File: src/rtl/ltc2308_pkg.sv
// Shared types and sizes for the LTC2308 serial ADC controller.
package ltc2308_pkg;

  localparam int CFG_W  = 6;
  localparam int DATA_W = 12;
  localparam int NBITS  = 12;
  localparam int BIT_W  = $clog2(NBITS);

  typedef enum logic [2:0] {
    IDLE,
    CONVST,
    WAIT_CONV,
    SHIFT,
    DONE
  } state_t;

endpackage

File: src/rtl/ltc2308_sck_gen.sv
// SCK generator: NBITS pulses, each SCK_HALF clocks low then SCK_HALF clocks high.
// rise/fall flag the clk cycle whose closing edge moves SCK up/down.
module ltc2308_sck_gen
  import ltc2308_pkg::*;
#(
  parameter int SCK_HALF = 2
) (
  input  logic             clk,
  input  logic             rst,
  input  logic             en,
  output logic             sck,
  output logic             rise,
  output logic             fall,
  output logic [BIT_W-1:0] bit_idx
);

  localparam int HALF_W = $clog2(SCK_HALF + 1);

  logic [HALF_W-1:0] half_cnt;
  logic              half_end;

  assign half_end = (half_cnt == HALF_W'(SCK_HALF - 1));

  // NOTE: all state below uses non-blocking assignments so every register
  // samples the pre-edge value of its neighbours.
  always_ff @(posedge clk) begin
    if (rst || !en) begin
      half_cnt <= '0;
      sck      <= 1'b0;
      bit_idx  <= '0;
    end else if (half_end) begin
      half_cnt <= '0;
      sck      <= ~sck;
      if (sck) bit_idx <= (bit_idx == BIT_W'(NBITS - 1)) ? '0 : bit_idx + 1'b1;
    end else begin
      half_cnt <= half_cnt + 1'b1;
    end
  end

  assign rise = en && !sck && half_end;
  assign fall = en &&  sck && half_end;

endmodule

File: src/rtl/ltc2308_ctrl.sv
// LTC2308 controller: CONVST pulse, conversion wait, then a 12-bit SPI read
// that shifts the next config word out on SDI while the result comes in on SDO.
module ltc2308_ctrl
  import ltc2308_pkg::*;
#(
  parameter int CONVST_CYC = 2,
  parameter int CONV_CYC   = 80,
  parameter int SCK_HALF   = 2
) (
  input  logic              clk,
  input  logic              rst,
  input  logic              start,
  input  logic [CFG_W-1:0]  cfg,
  output logic              busy,
  output logic              data_valid,
  output logic [DATA_W-1:0] data,
  output logic [CFG_W-1:0]  data_cfg,
  output logic              adc_convst,
  output logic              adc_sck,
  output logic              adc_sdi,
  input  logic              adc_sdo
);

  localparam int CNT_MAX = (CONVST_CYC > CONV_CYC) ? CONVST_CYC : CONV_CYC;
  localparam int CNT_W   = $clog2(CNT_MAX + 1);

  state_t            state, state_next;
  logic [CNT_W-1:0]  cnt;
  logic [CFG_W-1:0]  cfg_q;
  logic [CFG_W-1:0]  sdi_sr;
  logic [DATA_W-1:0] sdo_sr;
  logic              sck_en, sck_rise, sck_fall, last_fall;
  logic [BIT_W-1:0]  bit_idx;

  ltc2308_sck_gen #(.SCK_HALF(SCK_HALF)) u_sck_gen (
    .clk     (clk),
    .rst     (rst),
    .en      (sck_en),
    .sck     (adc_sck),
    .rise    (sck_rise),
    .fall    (sck_fall),
    .bit_idx (bit_idx)
  );

  assign last_fall = sck_fall && (bit_idx == BIT_W'(NBITS - 1));

  always_ff @(posedge clk) begin
    if (rst) state <= IDLE;
    else     state <= state_next;
  end

  // NOTE: every output gets a default before the case, so no path can infer a latch.
  always_comb begin
    state_next = state;
    busy       = 1'b1;
    data_valid = 1'b0;
    adc_convst = 1'b0;
    sck_en     = 1'b0;
    unique case (state)
      IDLE: begin
        busy = 1'b0;
        if (start) state_next = CONVST;
      end
      CONVST: begin
        adc_convst = 1'b1;
        if (cnt == CNT_W'(CONVST_CYC - 1)) state_next = WAIT_CONV;
      end
      WAIT_CONV: begin
        if (cnt == CNT_W'(CONV_CYC - 1)) state_next = SHIFT;
      end
      SHIFT: begin
        sck_en = 1'b1;
        if (last_fall) state_next = DONE;
      end
      DONE: begin
        data_valid = 1'b1;
        state_next = IDLE;
      end
      default: state_next = IDLE;
    endcase
  end

  // SDI is loaded as SHIFT is entered and advanced on the same edge SCK falls,
  // so it is always stable across each rising edge.
  always_ff @(posedge clk) begin
    if (rst) begin
      cnt      <= '0;
      cfg_q    <= '0;
      sdi_sr   <= '0;
      sdo_sr   <= '0;
      data     <= '0;
      data_cfg <= '0;
    end else begin
      cnt <= ((state_next == state) && (state == CONVST || state == WAIT_CONV))
             ? cnt + 1'b1 : '0;
      if (state == IDLE && start) cfg_q <= cfg;
      if (state != SHIFT)  sdi_sr <= (state_next == SHIFT) ? cfg_q : '0;
      else if (sck_fall)   sdi_sr <= {sdi_sr[CFG_W-2:0], 1'b0};
      if (sck_rise) sdo_sr <= {sdo_sr[DATA_W-2:0], adc_sdo};
      if (state_next == DONE) begin
        data     <= sdo_sr;
        data_cfg <= cfg_q;
      end
    end
  end

  assign adc_sdi = sdi_sr[CFG_W-1];

endmodule

File: config.mk
export PLATFORM = sky130hd
export DESIGN_NAME = ltc2308_ctrl
export DESIGN_NICKNAME = d
export VERILOG_FILES = /design/src/rtl/ltc2308_pkg.sv /design/src/rtl/ltc2308_sck_gen.sv /design/src/rtl/ltc2308_ctrl.sv
export SDC_FILE = /design/constraint.sdc
export NUM_CORES = 1
export LEC_CHECK = 0
export ABC_AREA = 1
export BUFFER_PORTS_ARGS = -buffer_cell sky130_fd_sc_hd__buf_2
export CAP_MARGIN = 40
export CORE_UTILIZATION = 35
export CTS_CLUSTER_SIZE = 14
export DETAILED_ROUTE_END_ITERATION = 8
export GPL_TIMING_DRIVEN = 0
export SLEW_MARGIN = 20
export SYNTH_ARGS = -nofsm -noshare
export SYNTH_HDL_FRONTEND = slang
export SYNTH_SLANG_ARGS = --single-unit
File: constraint.sdc
create_clock -name clk -period 2.8 [get_ports clk]
set_input_delay 0.14 -clock clk [delete_from_list [all_inputs] [get_ports clk]]
set_output_delay 0.14 -clock clk [all_outputs]
set_load 0.02 [all_outputs]
== Yosys cells after proc, flatten, opt, wreduce, memory -nomap -nowiden ==
Index checks and enable logic that the tools add are counted.
Cells by class
  equal/unequal tests: 12
  reduce and logical (&&, ||, !) cells: 16
  add/subtract/negate cells: 3
  bitwise logic cells: 2
  multiplexer cells: 13
Operator list (count)
  6-bit 2-to-1 mux: 3
  3-bit 2-to-1 mux: 4
  3-bit one-hot mux with 4 select lines: 1
  3-bit by 2-bit equality test with 1-bit output, second input constant: 3
  7-bit by 1-bit adder with 7-bit output, second input constant: 1
  7-bit by 1-bit equality test with 1-bit output, second input constant: 1
  7-bit equality test, second input constant: 1
  1-bit logical AND: 7
  3-bit equality test, second input constant: 2
  4-bit by 1-bit adder with 4-bit output, second input constant: 1
  4-bit equality test, second input constant: 1
  1-bit 2-to-1 mux: 4
  4-bit 2-to-1 mux: 1
  2-bit OR reduction: 2
  3-bit by 1-bit equality test with 1-bit output, second input constant: 1
  3-bit equality test: 1
  3-bit logical NOT: 1
  3-bit by 2-bit inequality test with 1-bit output, second input constant: 1
  2-bit by 1-bit adder with 2-bit output, second input constant: 1
  2-bit by 1-bit equality test with 1-bit output, second input constant: 1
  1-bit logical NOT: 2
  1-bit logical OR: 2
  1-bit NOT: 2
  2-bit AND reduction: 1
  2-bit nonzero test: 1
Word-level totals
  bits of input ports: 10
  logic and storage cells: 56
  register bits after elaboration: 59

== Longest topological paths before layout ==
Gate-level depths: netlist (run 1).
  word-level depth: 11
  depth in mapped cells: 11

== Cells and area by module ==
Synthesis (run 1) repeated with hierarchy kept, for this count alone.
Second synthesis, totals
  cell total of the unflattened synthesis: 313
  area total of the unflattened synthesis: 2458.6 um2
By module, submodules not included
  ltc2308_ctrl: area each 2130.8 um2, cells each 269, instances 1
  ltc2308_sck_gen: area each 327.8 um2, cells each 44, instances 1

== Worst setup path before layout (run 1) ==
Ideal clock, no wire load.
  kind: reg2reg
  from: register u_sck_gen.half_cnt[0]
  to: register data[0]
  required time: 2.684 ns
  stages on the path, launching flop included: 10
  path slack: 1.355 ns
  data arrival time: 1.329 ns
  period minus slack after synthesis: 1.445 ns
  buffers on the path: 1
  cell sequence: dfxtp_1 -> ha_1 -> nand2_2 -> inv_2 -> nand2_4 -> nor2_4 -> inv_2 -> buf_6 -> nor2_1 -> nor2_1
Between the ends
  longest elaborated chain between the ends: 6
Ends and longest elaborated chain
  from (decl): RTL line ltc2308_sck_gen.sv:19  | logic [HALF_W-1:0] half_cnt;
  from (signal assigned): RTL line ltc2308_sck_gen.sv:36  | half_cnt <= half_cnt + 1'b1;
  2-bit by 1-bit equality test with 1-bit output: RTL line ltc2308_sck_gen.sv:22  | assign half_end = (half_cnt == HALF_W'(SCK_HALF - 1));
  1-bit logical AND: RTL line ltc2308_sck_gen.sv:41  | assign fall = en && sck && half_end;
  1-bit logical AND: RTL line ltc2308_ctrl.sv:45  | assign last_fall = sck_fall && (bit_idx == BIT_W'(NBITS - 1));
  3-bit 2-to-1 mux: RTL line ltc2308_ctrl.sv:73  | if (last_fall) state_next = DONE;
  3-bit one-hot mux with 4 select lines: RTL line ltc2308_ctrl.sv:59  | unique case (state)
  3-bit equality test: RTL line ltc2308_ctrl.sv:100  | if (state_next == DONE) begin
  to (signal assigned): RTL line ltc2308_ctrl.sv:101  | data <= sdo_sr;
  to (decl): RTL line ltc2308_ctrl.sv:16  | output logic [DATA_W-1:0] data,
No other way between the ends.
A chain may end at the register's enable or synchronous reset.

== Worst setup path after layout (run 1) ==
  from: register u_sck_gen.half_cnt[0]
  to: register data[10]
Same word-level chain as after synthesis.

==> impl_metrics.yaml, run 1 <==
drt:
  routedWlPerCell_um: 11.9
  drc: 2
  vias: 2013
  wl_met3_um: 228
  wl_um: 5050
  dr_wl_met2_um: 2360
  drt_iter0_markers: 64
  detail-route-antenna-nets: 0
  top_layer_used: "met4"
  via_per_inst: 4.75
  drt-pass1-iter-count: 6
  wl_met1_um: 2400
logic_synthesis:
  synth_edf_count: 0
  synth-compound-area-share_pct: 15.3
  synth_mux_area_share_pct: 0
  synth_adder_area_share_pct: 2.11
  synthSimpleGateAreaFrac_pct: 23.4
  ys_top_cells_by_area: "dfxtp_1, nor2_1, o21ai_0, inv_1, nand2_1"
  synth_top_area_share_pct: 49.7
  synth_xor_area_share_pct: 2.21
  ys_seq_elements: 59
  syn_nets: 313
  synth.most_common_cell: "nor2_1"
  postSynthAreaPerCell_um2: 7.94
  synth_cell_types: 29
  synth-seq-area-share_pct: 49.7
  synthArstFlopShare_pct: 0
  synthTopCellsByCount: "nor2_1, dfxtp_1, o21ai_0, inv_1, nand2_1"
  yosys.area.top_type: "dfxtp_1"
  synthCells: 299
  synth_top_family_by_area: "simple AND/OR/NAND/NOR gates"
  netlist_area_um2: 2370
  ys.flop_type: "dfxtp_1"
  yosys_warnings: 0
finish:
  diodes: 0
  area_growth_pct: 19.0
  drive_above_1_share_pct: 20.2
  finalNetCount: 356
setup_path:
  path_cells: "ha_1 > nand2_2 > inv_2 > nand2_4 > nor2_4 > inv_2 > buf_6 > nor2_1 > nor2_1"
  rr_startpoint: "u_sck_gen.half_cnt[0]"
  critPathTopFamily: "simple AND/OR/NAND/NOR gates"
  r2r-end: "data[10]"
  path_buf_inv: 3
  path_max_fanout: 10
  start_kind: "flop"
  worst_ep_arrival_time_ns: 1.93
  cp_slowest_cell: "dfxtp_1"
  startpoint: "u_sck_gen.half_cnt[0]"
  cp-end-kind: "flop"
  max_stage_delay_ns: 0.34
  critPathKind: "reg2reg"
  r2r_setup_slack_ns: 1.10
  crit_end: "data[10]"
  crit_cells: 9
  worstPathRequired_ns: 3.03
  r2r_cells: 9
clock_network:
  post-cts-setup-buffers: 0
  insertion_delay_ns: 0.33
  hold_buffers: 0
  cts_tree: "yes"
  numCtsBuffers: 9
  clock-sinks: 59
  h-tree-depth: 3
  cts-resized-gates: 0
  cts-root-buf: "clkbuf_8"
  clk_path_buf_depth: 2
  path_clk_slew_ns: 0.07
sta:
  hold_viol: 0
  post-route-period-util_pct: 60.8
  worst_pin_slew_ns: 0.453
  finalSetupViolations: 0
  rsz0062_at_grt: "false"
  timing.final.crit_period_ns: 1.70
  slew_violations: 0
  fin_tns_setup_ns: 0
  relSlewSlack_pct: 69.8
  finClkSkew_ns: 0.00734
  max_freq_mhz: 587
status:
  status: "finished, violations left"
  violations: "design-rule violations"
global_route:
  overflow: 0
  grt_pass1_vias: 1932
  antenna_found_initial: 0
  grt_pass1_wl_um: 8580
  gr-usage-all-layers_pct: 15.5
  grt_max_degree: 11
flow_run:
  timing.max_cap.violations: 0
pwr:
  vdd_ir_drop_max_uv: 362
  p_leak_nw: 1.22
  design_power_total_mw: 1.69
  power.density_nw_per_um2: 599
die:
  core_area_um2: 6460
  ios: 33
  die_h_um: 84.4
  initial_core_util_pct: 36.8
  die_area_um2: 7120
  dieWidth_um: 84.4
  rows: 29
min_path:
  hold-path-cell-count: 3
  min_path_type: "in2reg"
place:
  gp_congestion: 0.761
  io_buffers: 32
  dp_hpwl_um: 3580
[flip-flops by register name, summed over array words and instances, names as in the netlist]
name,cells
data,12
sdo_sr,12
cnt,7
cfg_q,6
data_cfg,6
sdi_sr,6
u_sck_gen.bit_idx,4
state,3
u_sck_gen.half_cnt,2
u_sck_gen.sck,1
[worst min path at each step]
stage / startpoint / to
6_report: adc_sdo / sdo_sr[0]
5_1_grt: adc_sdo / sdo_sr[0]
4_1_cts: adc_sdo / sdo_sr[0]
3_5_place_dp: adc_sdo / sdo_sr[0]
3_3_place_gp: adc_sdo / sdo_sr[0]
2_1_floorplan: adc_sdo / sdo_sr[0]
[where the power goes]
group | leakage [nW] | internal, mW | switching, mW | total [mW]
registers | 0.477 | 0.851 | 0.00863 | 0.860
logic | 0.643 | 0.0284 | 0.0511 | 0.0795
clock network | 0.0991 | 0.430 | 0.323 | 0.754
[metrics by stage]
stage / cells / worst slack, ns / cell area, µm² / hold slack (ns) / utilization, %
after floorplan: 299 / 1.36 / 2370 / 0.304 / -
after global placement: 408 / 1.11 / 2630 / 0.397 / 40.7
final: 424 / 1.10 / 2830 / 0.0642 / 43.7
after CTS: 424 / 1.08 / 2830 / 0.0525 / 43.7
after global routing: 424 / 0.973 / 2830 / 0.0994 / 43.7
after detailed placement: 408 / 1.09 / 2630 / 0.413 / 40.7
[placed cells by master, fill, tap and decap left out]
master / instances
nand3_2: 1
clkinv_2: 3
nand2_1: 19
buf_2: 34
nand3_1: 11
clkinvlp_4: 1
xor2_1: 4
clkbuf_8: 10
o21bai_2: 1
a21oi_1: 14
ha_1: 4
buf_6: 3
bufinv_16: 1
nand2_4: 3
nand2_2: 3
nor2_4: 1
o22ai_1: 3
nand3b_1: 1
o21ai_2: 1
nor3_1: 4
clkbuf_1: 7
o21ai_0: 38
nor2_1: 77
inv_2: 2
nor2_8: 1
inv_1: 26
dfxtp_1: 59
a31oi_1: 6
o21ai_1: 2
nor2_2: 2
or2_2: 1
a21oi_2: 2
xnor2_1: 2
[kinds of logic after synthesis]
group / after synthesis
and+or+nand+nor: 124
AOI/OAI and AO/OA: 67
DFF: 59
buffers and inverters: 39
xor gates and xnor gates: 6
adders and majority gates: 4
[tightest hold or removal path, cell delays in order]
cell and delay, ns:
buf_2 0.07, o21ai_0 0.07, nor2_1 0.08
[cell type report]
cell class                      count  area, µm²
Clock buffer                       11        141
Clock inverter                      5       52.6
Tap cell                           77       96.3
Buffer                             11       66.3
Fill cell                         681       3630
Multi-Input combinational cell    201       1020
Inverter                           28        105
Timing Repair Buffer               32        160
Sequential cell                    59       1180
[metal layers]
layer	track usage, %	vias to the layer above
met5	0	-
met4	4.78	0
met1	17.7	919
met3	5.60	11
li1	-	1050
met2	27.0	33
No activity file was read; power rests on OpenSTA's default activity.
==> run 2, diff against run 1 <==
--- a/config.mk
+++ b/config.mk
@@ -5,7 +5,7 @@
 export SDC_FILE = /design/constraint.sdc
 export NUM_CORES = 1
 export LEC_CHECK = 0
-export ABC_AREA = 1
+export ABC_AREA = 0
 export BUFFER_PORTS_ARGS = -buffer_cell sky130_fd_sc_hd__buf_2
 export CAP_MARGIN = 40
 export CORE_UTILIZATION = 35
==> constraint.sdc (replaced) <==
create_clock -name clk -period 1.5 [get_ports clk]
set_input_delay 0.075 -clock clk [delete_from_list [all_inputs] [get_ports clk]]
set_output_delay 0.075 -clock clk [all_outputs]
set_load 0.02 [all_outputs]
==> run 2 against run 1 <==
The flow finishes with violations (design-rule violations, negative setup slack). Critical path type unchanged. Cell count down 5.9%. Sequential power rose by 86%. Highest routed layer unchanged. Fmax grew 13%. Largest cell class is now multi-input gates. Count of clock-buffer cells in the layout shrank 1. Synthesized area is 0.63% lower.
==> impl_metrics.yaml, run 2 <==
finish:
  fillers: 600
  post-route-util_pct: 50.2
  diodes: 0
  layout_commonest_cell: "dfxtp_1"
  final_area_um2: 3220
  drive_above_1_share_pct: 38.5
  area_growth_pct: 36.6
  finalNetCount: 331
  largestRegisters: "data (12), sdo_sr (12), cnt (7)"
  final_cell_mix: "dfxtp_1, nor2_1, buf_2"
setup_path:
  start_kind: "flop"
  crit_end: "data[5]"
  startpoint: "u_sck_gen.bit_idx[1]"
  critPathKind: "reg2reg"
  path_max_fanout: 5
  r2r-end: "data[5]"
  rr_startpoint: "u_sck_gen.bit_idx[1]"
  worstPathRequired_ns: 1.76
  worst_ep_arrival_time_ns: 1.77
  r2r_cells: 6
  cp-end-kind: "flop"
  r2r_setup_slack_ns: -0.004
logic_synthesis:
  yosys_warnings: 0
  synth_mux_area_share_pct: 10.0
  synthArstFlopShare_pct: 0
  synth_top_area_share_pct: 50.1
  synthCells: 255
  postSynthAreaPerCell_um2: 9.25
  ys_top_cells_by_area: "dfxtp_1, mux2i_1, nand2_1, nor2_1, a21oi_2"
  netlist_area_um2: 2360
  synth_edf_count: 0
  synth-compound-area-share_pct: 10.3
  ys_seq_elements: 59
  synth.most_common_cell: "dfxtp_1"
  synth_cell_types: 32
  synthSimpleGateAreaFrac_pct: 20.7
  synth-seq-area-share_pct: 50.1
  synth_top_family_by_area: "simple AND/OR/NAND/NOR gates"
  synthTopCellsByCount: "dfxtp_1, nand2_1, nor2_1, mux2i_1, a21oi_1"
  yosys.area.top_type: "dfxtp_1"
  synth_xor_area_share_pct: 2.23
  ys.flop_type: "dfxtp_1"
  syn_nets: 269
  synth_adder_area_share_pct: 2.12
clock_network:
  numCtsBuffers: 9
  cts-root-buf: "clkbuf_8"
  cts_tree: "yes"
  insertion_delay_ns: 0.33
  clock-sinks: 59
  clk_path_buf_depth: 2
  path_clk_slew_ns: 0.07
  h-tree-depth: 3
place:
  io_buffers: 32
  gp_congestion: 0.788
  dpl_cell_area_um2: 2630
  dp_hpwl_um: 3230
sta:
  hold_viol: 0
  holdWs_ns: 0.135
  finClkSkew_ns: 0.00403
  fin_ws_ns: -0.00403
  worst_pin_slew_ns: 0.695
  relSlewSlack_pct: 53.7
  fin_tns_setup_ns: -0.00403
  timing.final.crit_period_ns: 1.50
  post-route-period-util_pct: 100
  max_freq_mhz: 665
  slew_violations: 0
  rsz0062_at_grt: "true"
  finalSetupViolations: 1
drt:
  wl_um: 5340
  drt-pass1-iter-count: 6
  vias: 1934
  drt_iter0_markers: 98
  routedWlPerCell_um: 13.4
  detail-route-antenna-nets: 0
  via_per_inst: 4.85
  drc: 6
global_route:
  grt_pass1_wl_um: 8180
  grt_pass1_vias: 1754
  grt_max_degree: 19
  gr-usage-all-layers_pct: 15.0
  antenna_found_initial: 0
  overflow: 0
pwr:
  power_frac_comb_pct: 4.8
  p_int_mw: 2.46
  sw_frac_of_total_pct: 23.5
  power.density_nw_per_um2: 998
  p_leak_nw: 1.33
  p_sw_mw: 0.756
  design_power_total_mw: 3.22
  vdd_ir_drop_max_uv: 650
  seqPwrFrac_pct: 49.9
  clock_power_share_pct: 45.3
die:
  initial_core_util_pct: 36.7
  rows: 29
  die_area_um2: 7070
  core_area_um2: 6420
  ios: 33
  dieWidth_um: 84.1
  die_h_um: 84.1
min_path:
  min_path_type: "in2reg"
status:
  violations: "design-rule violations, negative setup slack"
  status: "finished, violations left"
flow_run:
  timing.max_cap.violations: 0
-- run 2: cell types whose count changed after synthesis, sizes merged, moves of 4 or more --
cell / before / now
nand2: 25 / 42
inv: 28 / 4
mux2: 0 / 5
buf: 5 / 9
a31oi: 6 / 1
a22oi: 0 / 5
o21ai: 41 / 3
nand3: 12 / 5
nor2: 81 / 38
mux2i: 0 / 18
a21oi: 16 / 24
-- run 2: through the flow --
step | setup slack (ns) | cells
finish | -0.00403 | 399
global route | -0.0411 | 399
CTS | 0.00440 | 390
detailed placement | -0.254 | 364
global placement | -0.253 | 364
floorplan | 0.0174 | 255
-- run 2: how the worst min path moves through the flow --
| stage | endpoint | start | cells past startpoint | slack [ns] |
|---|---|---|---|---|
| floorplan | cfg_q[0] | cfg[0] | 2 | 0.22 |
| global placement | cfg_q[5] | cfg[5] | 3 | 0.31 |
| detailed placement | cfg_q[5] | cfg[5] | 3 | 0.31 |
| CTS | cnt[1] | rst | 4 | 0.08 |
| global route | cnt[0] | rst | 5 | 0.16 |
| finish | cnt[0] | rst | 5 | 0.13 |
-- run 2: cells by family after synthesis --
kind of cell	count (synthesis)
multiplexers	23
XOR/XNOR	6
flip-flops	59
buffers and inverters	19
AND/OR/NAND/NOR	108
AO/OA/AOI/OAI	36
adder cells (fa/ha/maj)	4
-- run 2: critical path: stages (launching register included) --
cell and delay, ns:
dfxtp_4 0.37, ha_4 0.14, and3b_2 0.24, and4_4 0.32, clkbuf_16 0.18, nand2_4 0.05
a21oi_2 0.14
-- run 2: timing repair --
action	4_1_cts	5_1_grt
resized for setup	17	46
buffers inserted	6	7
hold endpoints to repair	7	0
pin swaps	3	18
setup endpoints to repair	43	41
gates cloned	0	3
hold buffers	7	0
-- run 2: layout make-up --
type                            count  area (µm²)  share of cell area [%]
Timing Repair Buffer               55         400                    12.4
Buffer                             11        83.8                    2.60
Sequential cell                    59        1200                    37.2
Tap cell                           77        96.3                    2.99
Inverter                            4        15.0                   0.466
Multi-Input combinational cell    177        1230                    38.1
Clock inverter                      6        63.8                    1.98
Clock buffer                       10         138                    4.27
-- run 2: power by group through the flow --
stage / Combinational [mW] / Sequential [mW] / Clock (mW)
after floorplan: 0.0862 / 1.63 / 0
after global placement: 0.123 / 1.64 / 0
after detailed placement: 0.125 / 1.64 / 0
after CTS: 0.143 / 1.61 / 1.50
after global routing: 0.168 / 1.61 / 1.59
final: 0.155 / 1.60 / 1.46
-- run 2: routing by layer --
| layer | global-route usage (%) | up-vias | wire [µm] |
|---|---|---|---|
| met5 | 0 | - | 0 |
| met4 | 7.52 | 0 | 82 |
| met3 | 5.14 | 7 | 208 |
| met2 | 23.2 | 34 | 2500 |
| met1 | 18.6 | 906 | 2550 |
| li1 | - | 987 | - |
